$ cat src/rtl/fsk_frame_modulator.sv
// -----------------------------------------------------------------------------
// fsk_frame_modulator
//   Binary-FSK transmitter for the ultrasonic modem. Each accepted word is
//   framed as start(0) + DATA_W data bits (LSB first) + stop(1). Every bit is
//   sent for BIT_CYCLES clocks as a square-wave tone whose half-period is HALF0
//   (space, bit 0) or HALF1 (mark, bit 1). Tone changes are phase-continuous:
//   the half-period in progress always completes before the new tone applies.
//
// Ports
//   i_clk         system clock
//   i_rst_n       asynchronous active-low reset
//   i_enable      transmitter enable; low aborts any frame and silences output
//   i_s_data      word to send (sampled only on the transfer edge)
//   i_s_valid     i_s_data valid
//   o_s_ready     block accepts i_s_data this cycle (combinational)
//   o_fsk_out     FSK square-wave output (registered)
//   o_busy        frame in progress (registered, state != IDLE)
//   o_bit_strobe  one-cycle pulse at every bit boundary inside a frame
//   o_dbg_state   current FSM state (0 IDLE, 1 START, 2 DATA, 3 STOP)
//
// Handshake: a transfer happens on any rising clock edge where i_s_valid and
// o_s_ready are both high; o_s_ready never depends on i_s_valid.
// -----------------------------------------------------------------------------
module fsk_frame_modulator #(
  parameter int DATA_W     = 8,
  parameter int HALF0      = 84,
  parameter int HALF1      = 78,
  parameter int BIT_CYCLES = 5000,
  parameter int HALF_W     = 16,
  parameter int BIT_W      = 16,
  parameter int IDLE_TONE  = 0
) (
  input  logic              i_clk,
  input  logic              i_rst_n,
  input  logic              i_enable,
  input  logic [DATA_W-1:0] i_s_data,
  input  logic              i_s_valid,
  output logic              o_s_ready,
  output logic              o_fsk_out,
  output logic              o_busy,
  output logic              o_bit_strobe,
  output logic [1:0]        o_dbg_state
);

  typedef enum logic [1:0] {
    ST_IDLE  = 2'd0,
    ST_START = 2'd1,
    ST_DATA  = 2'd2,
    ST_STOP  = 2'd3
  } state_t;

  localparam int              IDX_W     = (DATA_W > 1) ? $clog2(DATA_W) : 1;
  localparam logic [BIT_W-1:0]  BIT_LAST  = BIT_W'(BIT_CYCLES - 1);
  localparam logic [HALF_W-1:0] RELOAD0   = HALF_W'(HALF0 - 1);
  localparam logic [HALF_W-1:0] RELOAD1   = HALF_W'(HALF1 - 1);
  localparam logic [IDX_W-1:0]  IDX_LAST  = IDX_W'(DATA_W - 1);
  localparam logic            TONE_IDLE = (IDLE_TONE != 0);

  state_t              r_state;
  logic [BIT_W-1:0]    r_bit_cnt;
  logic [IDX_W-1:0]    r_idx;
  logic [DATA_W-1:0]   r_shift;
  logic [HALF_W-1:0]   r_half_cnt;
  logic                r_fsk;
  logic                r_busy;
  logic                r_strobe;

  logic                w_bit_end;
  logic                w_ready;
  logic                w_xfer;
  logic                w_bit;
  logic                w_carrier_on;
  logic [HALF_W-1:0]   w_reload;
  state_t              w_state_nxt;

  assign w_bit_end    = (r_bit_cnt == BIT_LAST);
  assign w_ready      = i_enable & i_rst_n &
                        ((r_state == ST_IDLE) | ((r_state == ST_STOP) & w_bit_end));
  assign w_xfer       = w_ready & i_s_valid;
  assign w_carrier_on = (r_state != ST_IDLE) | TONE_IDLE;
  assign w_reload     = w_bit ? RELOAD1 : RELOAD0;

  // Bit currently being sent; selects the half-period loaded at the next toggle.
  always_comb begin
    w_bit = 1'b0;
    case (r_state)
      ST_START: w_bit = 1'b0;
      ST_DATA:  w_bit = r_shift[0];
      ST_STOP:  w_bit = 1'b1;
      default:  w_bit = TONE_IDLE;
    endcase
  end

  // Next state with enable assumed high; the abort path overrides it.
  always_comb begin
    w_state_nxt = r_state;
    if (w_xfer) begin
      w_state_nxt = ST_START;
    end else begin
      case (r_state)
        ST_START: if (w_bit_end) w_state_nxt = ST_DATA;
        ST_DATA:  if (w_bit_end && (r_idx == IDX_LAST)) w_state_nxt = ST_STOP;
        ST_STOP:  if (w_bit_end) w_state_nxt = ST_IDLE;
        default:  w_state_nxt = ST_IDLE;
      endcase
    end
  end

  always_ff @(posedge i_clk or negedge i_rst_n) begin
    if (!i_rst_n) begin
      r_state    <= ST_IDLE;
      r_bit_cnt  <= '0;
      r_idx      <= '0;
      r_shift    <= '0;
      r_half_cnt <= '0;
      r_fsk      <= 1'b0;
      r_busy     <= 1'b0;
      r_strobe   <= 1'b0;
    end else if (!i_enable) begin
      // Abort: the frame is dropped and the carrier goes silent.
      r_state    <= ST_IDLE;
      r_bit_cnt  <= '0;
      r_idx      <= '0;
      r_half_cnt <= '0;
      r_fsk      <= 1'b0;
      r_busy     <= 1'b0;
      r_strobe   <= 1'b0;
    end else begin
      r_state <= w_state_nxt;
      r_busy  <= (w_state_nxt != ST_IDLE);

      // Bit timing and payload shifting.
      if (w_xfer) begin
        r_shift   <= i_s_data;
        r_bit_cnt <= '0;
        r_idx     <= '0;
        // A back-to-back transfer still marks the STOP->START boundary.
        r_strobe  <= (r_state == ST_STOP);
      end else if (r_state != ST_IDLE) begin
        r_strobe <= w_bit_end;
        if (w_bit_end) begin
          r_bit_cnt <= '0;
          if (r_state == ST_DATA) begin
            r_shift <= r_shift >> 1;
            r_idx   <= (r_idx == IDX_LAST) ? '0 : r_idx + 1'b1;
          end
        end else begin
          r_bit_cnt <= r_bit_cnt + 1'b1;
        end
      end else begin
        r_strobe  <= 1'b0;
        r_bit_cnt <= '0;
      end

      // Tone generator. The countdown is never restarted at bit boundaries,
      // so every high/low interval is a whole HALF0 or HALF1.
      if (w_xfer && !w_carrier_on) begin
        r_half_cnt <= RELOAD0;
        r_fsk      <= 1'b0;
      end else if ((w_state_nxt == ST_IDLE) && !TONE_IDLE) begin
        r_half_cnt <= '0;
        r_fsk      <= 1'b0;
      end else if (r_half_cnt == '0) begin
        r_fsk      <= ~r_fsk;
        r_half_cnt <= w_reload;
      end else begin
        r_half_cnt <= r_half_cnt - 1'b1;
      end
    end
  end

  assign o_s_ready    = w_ready;
  assign o_fsk_out    = r_fsk;
  assign o_busy       = r_busy;
  assign o_bit_strobe = r_strobe;
  assign o_dbg_state  = r_state;

endmodule

$ cat config.mk
export PLATFORM = sky130hd
export DESIGN_NAME = fsk_frame_modulator
export DESIGN_NICKNAME = d
export VERILOG_FILES = /design/src/rtl/fsk_frame_modulator.sv
export SDC_FILE = /design/constraint.sdc
export NUM_CORES = 1
export LEC_CHECK = 0
export CAP_MARGIN = 20
export CORE_MARGIN = 1.5
export CORE_UTILIZATION = 55
export CTS_BUF_LIST = sky130_fd_sc_hd__clkbuf_8
export CTS_CLUSTER_SIZE = 14
export DETAILED_ROUTE_END_ITERATION = 10
export GPL_TIMING_DRIVEN = 0
export PLACE_DENSITY = 0.84
export SLEW_MARGIN = 20
export SYNTH_ARGS = -nofsm -noshare
export SYNTH_HDL_FRONTEND = slang
export SYNTH_SLANG_ARGS = --single-unit
$ cat constraint.sdc
create_clock -name i_clk -period 2.3 [get_ports i_clk]
set_clock_uncertainty 0.2 [all_clocks]
set_input_delay 0.23 -clock i_clk [delete_from_list [all_inputs] [get_ports i_clk]]
set_output_delay 0.23 -clock i_clk [all_outputs]
set_load 0.02 [all_outputs]
==> results of run 1 <==
## timing repair
action | 4_1_cts | 5_1_grt
hold endpoints to repair | 48 | 0
buffers inserted | 16 | 7
pin swaps | 17 | 11
cloned | 1 | 1
gates resized for setup | 38 | 30
setup endpoints to repair | 43 | 40
hold buffers | 2 | 0
## flip-flops by register name, summed over array words and instances (netlist names)
register and count:
r_shift 8, r_bit_cnt 16, o_dbg_state 2, o_busy 1, o_bit_strobe 1, o_fsk_out 1
r_idx 3, r_half_cnt 16
## how the worst min path moves through the flow
stage,start,slack (ns),endpoint,depth (start not counted)
2_1_floorplan,i_rst_n,-0.27,o_bit_strobe,0
3_3_place_gp,r_bit_cnt[0],0.27,r_bit_cnt[0],1
3_5_place_dp,i_rst_n,0.1,r_half_cnt[12],1
4_1_cts,i_enable,0.15,r_idx[0],3
5_1_grt,i_enable,0.23,r_idx[0],3
6_report,i_enable,0.22,r_idx[0],3
## tightest hold or removal path: cells and delay by family
kind / cells / cell delay (ns)
buffers and inverters: 1 / 0.24
muxes: 1 / 0.08
and+or+nand+nor: 1 / 0.15
## cell usage in the layout (no fill, tap or decap), types with 13 or more instances in the layout
| master | count |
|---|---|
| nand2_1 | 24 |
| clkdlybuf4s50_1 | 14 |
| o21ai_0 | 13 |
| nor2_1 | 20 |
| dfrtp_1 | 47 |
| buf_4 | 23 |
| nand3_1 | 18 |
| and3_1 | 13 |
| xnor2_1 | 14 |
## per-stage QoR
step	TNS, ns	power (W)
3_5_place_dp	-10.44	0.00139
5_1_grt	-4.20	0.00224
4_1_cts	-0.858	0.00208
6_report	-2.32	0.00214
3_3_place_gp	-93.53	0.00137
2_1_floorplan	-0.276	0.00127
## area by class of cell
class,instances,share of cell area (%)
tap,67,2.29
multi-input combinational,241,47.3
clock inverter,3,1.06
timing repair buffer,43,11.0
buffer,12,2.49
inverter,11,1.13
clock buffer,5,1.88
sequential,48,32.8
## cell families after synthesis
| family | after synthesis |
|---|---|
| compound gates | 66 |
| buf+inv | 24 |
| xor+xnor | 21 |
| flops | 48 |
| fa+ha+maj | 5 |
| mux | 1 |
| simple gates | 148 |
## power by group through the flow
stage	Clock [W]	Combinational, W	Sequential (W)
finish	0.000610	0.000566	0.000968
global route	0.000650	0.000616	0.000972
CTS	0.000611	0.000517	0.000953
detailed placement	0	0.000419	0.000971
global placement	0	0.000404	0.000968
floorplan	0	0.000307	0.000960
## layer usage
layer / vias to the layer above / share of wire (%) / global-route usage (%)
met5: - / 0 / 0
met4: 0 / 3.0 / 12.9
met3: 39 / 7.2 / 6.50
met2: 175 / 49 / 47.5
met1: 1375 / 41 / 36.2
li1: 1265 / - / -
==> impl_metrics.tcl, run 1 <==
set metrics [dict create \
    finalSetupViolCount 25 \
    io_pins 18 \
    ff2ff_setup_slack_ns -0.13 \
    crit_required_ns 1.87 \
    endpoint "o_s_ready" \
    slew_headroom_pct 36.9 \
    grt_usage_pct 28.8 \
    numCtsBuffers 5 \
    power_density_mw_per_mm2 585 \
    crit_start "r_bit_cnt[10]" \
    slowest_stage "or4b_4" \
    drive_gt1_share_pct 24.5 \
    vias 2854 \
    ys_ff_latch 48 \
    antenna_found_initial 0 \
    synth_top_family_by_area "simple AND/OR/NAND/NOR gates" \
    seq_area_sq_mm 0.00120 \
    failed_checks "negative setup slack" \
    dp_hpwl_um 4490 \
    num_antenna_cells 0 \
    dp.cells 396 \
    fin_area_sq_mm 0.00366 \
    vias_per_cell 6.64 \
    drtPass1Iterations 5 \
    die_h_um 74.4 \
    io_buffers 16 \
    path_cells "or4b_4, nor4_4, a21oi_1, nor2_1, buf_4" \
    cap_violations 0 \
    power.leakage_nw 1.49 \
    synth_mux_area_share_pct 0.357 \
    syn_area_per_cell_sq_um 8.97 \
    critPathBufInv 1 \
    synth_area_leaders "dfrtp_1 43%, xnor2_1 4.4%, nand3_1 3.9%, a211oi_1 3.5%, nand2_1 3.2%" \
    ys.flop_type "dfrtp_1" \
    synthCells 313 \
    crit_type "register to output pin" \
    routabilityCongestion 0.917 \
    p_int_w 0.00148 \
    fillCellCount 342 \
    synth_edf_count 0 \
    area_delta_synth_final_pct 30.5 \
    setup_slack_ns -0.134 \
    pwr-share-comb_pct 26.4 \
    hold_viol 0 \
    reg2reg_depth 5 \
    crit-reg2reg-launch "r_bit_cnt[11]" \
    wl_um 8110 \
    ir_worst_vdd_mv 0.438 \
    drcViolationCount 0 \
    worst_pin_slew_ns 0.947 \
    clkSinkCount 48 \
    clk_path_buf_depth 2 \
    multi_input_area_sq_mm 0.00173 \
    cp-start-kind "register" \
    p_sw_share_pct 30.8 \
    crit_path_max_fanout 3 \
    endpoint_kind "output pin" \
    start_util_pct 58.3 \
    drt_iter0_markers 197 \
    core_sq_mm 0.00482 \
    gr-total-overflow 0 \
    grt_max_degree 49 \
    rows 25 \
    cp_top_family "simple AND/OR/NAND/NOR gates" \
    fmax_ghz 0.411 \
    synth-simple-area-share_pct 28.9 \
    cts_tree "built" \
    ys_async_sr_fraction_pct 100 \
    crit_arrival_ns 2.00 \
    synth-seq-area-share_pct 42.8 \
    yosys-top-cells-count "48 x dfrtp_1, 24 x nand2_1, 24 x nor2_1" \
    grt_pass1_vias 2693 \
    layout.nets 379 \
    yosys.area.top_type "dfrtp_1" \
    dieArea_sq_mm 0.00554 \
    reg2reg_to "r_idx[0]" \
    power.switching_w 0.000660 \
    yosys_warnings 0 \
    drt-wirelength-per-cell_um 18.9 \
    synth.cell_area_sq_mm 0.00281 \
    place_area_sq_mm 0.00307 \
    drv_slew 0 \
    path_depth 5 \
    final_cells 430 \
    synth-compound-area-share_pct 15.8 \
    rsz0062_at_grt "true" \
    hold-worst-slack_ns 0.221 \
    status "finished with violations" \
    period_needed_ns 2.43 \
    grt_pass1_wl_um 12200 \
    path_clk_slew_ns 0.10 \
    synth_xor_area_share_pct 6.55 \
    clk_latency_ns 0.31 \
    final_util_pct 76.1 \
    worst_path_largest_cell_delay_ns 0.58 \
    clkPwrFrac_pct 28.5 \
    pre_cts_ws_ns -0.601 \
    yosys.area.top_type_share_pct 42.8 \
    finalCritPeriodShare_pct 106 \
    synth.most_common_cell "dfrtp_1" \
    hold_path_class "primary input to register" \
    cts_root_buf "clkbuf_8" \
    power_frac_seq_pct 45.1 \
    dieWidth_um 74.4 \
    antenna_left 0 \
    synth-adder-area-share_pct 2.23 \
    synthesis.nets 330 \
    htreeDepth 2 \
    synth.distinct_cells 44 \
]
No activity file was read; power rests on OpenSTA's default activity.
==> inputs of run 2 (changes only) <==
==> constraint.sdc (replaced) <==
create_clock -name i_clk -period 2.3 [get_ports i_clk]
set_clock_uncertainty 0.2 [all_clocks]
set_input_delay 0.23 -clock i_clk [delete_from_list [all_inputs] [get_ports i_clk]]
set_output_delay 0.23 -clock i_clk [all_outputs]
set_load 0.1 [all_outputs]
==> run 2 against run 1 <==
Compared with the run above:
- largest power group unchanged
- utilization grew 1.6 points
- worst setup slack lost 0.057 ns
- the flow still finishes with violations (negative setup slack)
- highest routed layer unchanged
- global-route usage decreased by 2.2 points
- critical endpoint unchanged
- total power shrank 2.7%
==> impl_metrics.tcl, run 2 (synthesized netlist as in run 1, its figures left out) <==
set metrics [dict create \
    drt_iter0_markers 208 \
    critPathBufInv 1 \
    routabilityCongestion 0.914 \
    power.leakage_nw 1.54 \
    htreeDepth 2 \
    drive_gt1_share_pct 26.4 \
    setup_slack_ns -0.191 \
    cp-start-kind "register" \
    layout.nets 384 \
    drcViolationCount 0 \
    core_sq_mm 0.00482 \
    mostFrequentLayoutCell "dfrtp_1" \
    start_util_pct 58.3 \
    io_pins 18 \
    area_delta_synth_final_pct 33.3 \
    slew_headroom_pct 35.4 \
    cts_tree "built" \
    numCtsBuffers 5 \
    fmax_ghz 0.401 \
    crit_type "register to output pin" \
    path_cells "or4b_4, nor4_4, a21oi_2, nor2_4, buf_12" \
    setup_tns_ns -1.79 \
    status "finished with violations" \
    grt_max_degree 53 \
    die_h_um 74.4 \
    cp_top_family "simple AND/OR/NAND/NOR gates" \
    wl_um 8120 \
    dieWidth_um 74.4 \
    finalCritPeriodShare_pct 108 \
    antenna_left 0 \
    crit_arrival_ns 2.06 \
    failed_checks "negative setup slack" \
    hold_viol 0 \
    endpoint_kind "output pin" \
    ir_worst_vdd_mv 0.293 \
    path_clk_slew_ns 0.09 \
    num_antenna_cells 0 \
    clkSinkCount 48 \
    top_regs "r_bit_cnt: 16 flops, r_half_cnt: 16 flops, r_shift: 8 flops" \
    layout_common_cells "46 x dfrtp_1, 24 x nand2_1, 23 x buf_4" \
    rsz0062_at_grt "true" \
    cts_root_buf "clkbuf_8" \
    crit_required_ns 1.87 \
    io_buffers 16 \
    slowest_stage "or4b_4" \
    cap_violations 0 \
    period_needed_ns 2.49 \
    crit_path_max_fanout 2 \
    dp_hpwl_um 4350 \
    rows 25 \
    drv_slew 0 \
    finalSetupViolCount 27 \
    power_density_mw_per_mm2 558 \
    antenna_found_initial 0 \
    hold_path_class "primary input to register" \
    gr-total-overflow 0 \
    clk_path_buf_depth 2 \
    clk_latency_ns 0.30 \
    vias_per_cell 6.49 \
    grt_usage_pct 26.6 \
    vias 2824 \
    drt-wirelength-per-cell_um 18.7 \
    worst_path_largest_cell_delay_ns 0.57 \
    grt_pass1_vias 2489 \
    hold-worst-slack_ns 0.183 \
    dieArea_sq_mm 0.00554 \
    drtPass1Iterations 5 \
    worst_pin_slew_ns 0.966 \
    grt_pass1_wl_um 11400 \
]
[run 2: cell count changes in the layout (fill, tap and decap cells not counted), moves of 3 or more]
cell      previous run  this run
a211oi_1             5         9
nor3_1              12         6
nor3_2               2         6
nand3_2              3         0
nand3_1             18        21
a211oi_2             9         5
[run 2: cell type report]
| cell class | count | area [sq um] |
|---|---|---|
| multi-input cells | 241 | 1740 |
| flip-flops and latches | 48 | 1200 |
| fillers | 306 | 1070 |
| repair buffers | 48 | 493 |
| plain buffers | 12 | 83.8 |
| well taps | 67 | 83.8 |
| clock buffers | 6 | 82.6 |
| inverters | 11 | 41.3 |
| clock inverters | 2 | 11.3 |
[run 2: path summary, 6_finish.rpt]
path                                   start             end  slack [ns]  cells after the start
min in group asynchronous            i_rst_n  r_half_cnt[10]        0.36                      3
max in group asynchronous            i_rst_n  o_dbg_state[1]        1.33                      3
worst min-delay path                i_enable        r_idx[0]        0.18                      3
worst max-delay path            r_bit_cnt[6]       o_s_ready       -0.19                      5
worst min register to register  r_bit_cnt[0]    r_bit_cnt[0]        0.27                      1
worst max register to register  r_bit_cnt[6]  o_dbg_state[1]       -0.11                      5
[run 2: through the flow]
step	cells	cell area, sq um	setup WS (ns)	util (%)	total power (W)
6_report	435	3740	-0.191	77.7	0.00209
5_1_grt	435	3740	-0.254	77.7	0.00218
4_1_cts	413	3290	-0.193	68.3	0.00196
2_1_floorplan	313	2830	-0.175	-	0.00129
3_3_place_gp	396	3080	-2.41	63.9	0.00140
3_5_place_dp	396	3080	-1.13	63.8	0.00141
[run 2: what timing repair did]
action / CTS / global route
hold endpoints to repair: 48 / 48
endpoints found under the setup margin: 44 / 41
cloned: 0 / 4
resized for setup: 24 / 55
pin swaps: 7 / 23
setup buffers: 10 / 16
[run 2: power by group]
group          switching (W)  internal (W)  leakage (nW)
logic               0.000339      0.000262         0.852
registers          0.0000594      0.000901         0.636
clock network       0.000285      0.000240        0.0486
[run 2: layer usage]
metal / track usage [%] / part of all wire, % / vias to the layer above
li1: - / - / 1275
met1: 36.2 / 41 / 1383
met2: 43.6 / 50 / 143
met3: 4.47 / 6.5 / 23
met4: 8.48 / 2.0 / 0
met5: 0 / 0 / -
[run 2: worst min-delay path, cell delays in order]
cell	delay [ns]
clkbuf_1	0.23
nand2_1	0.13
mux2i_1	0.06
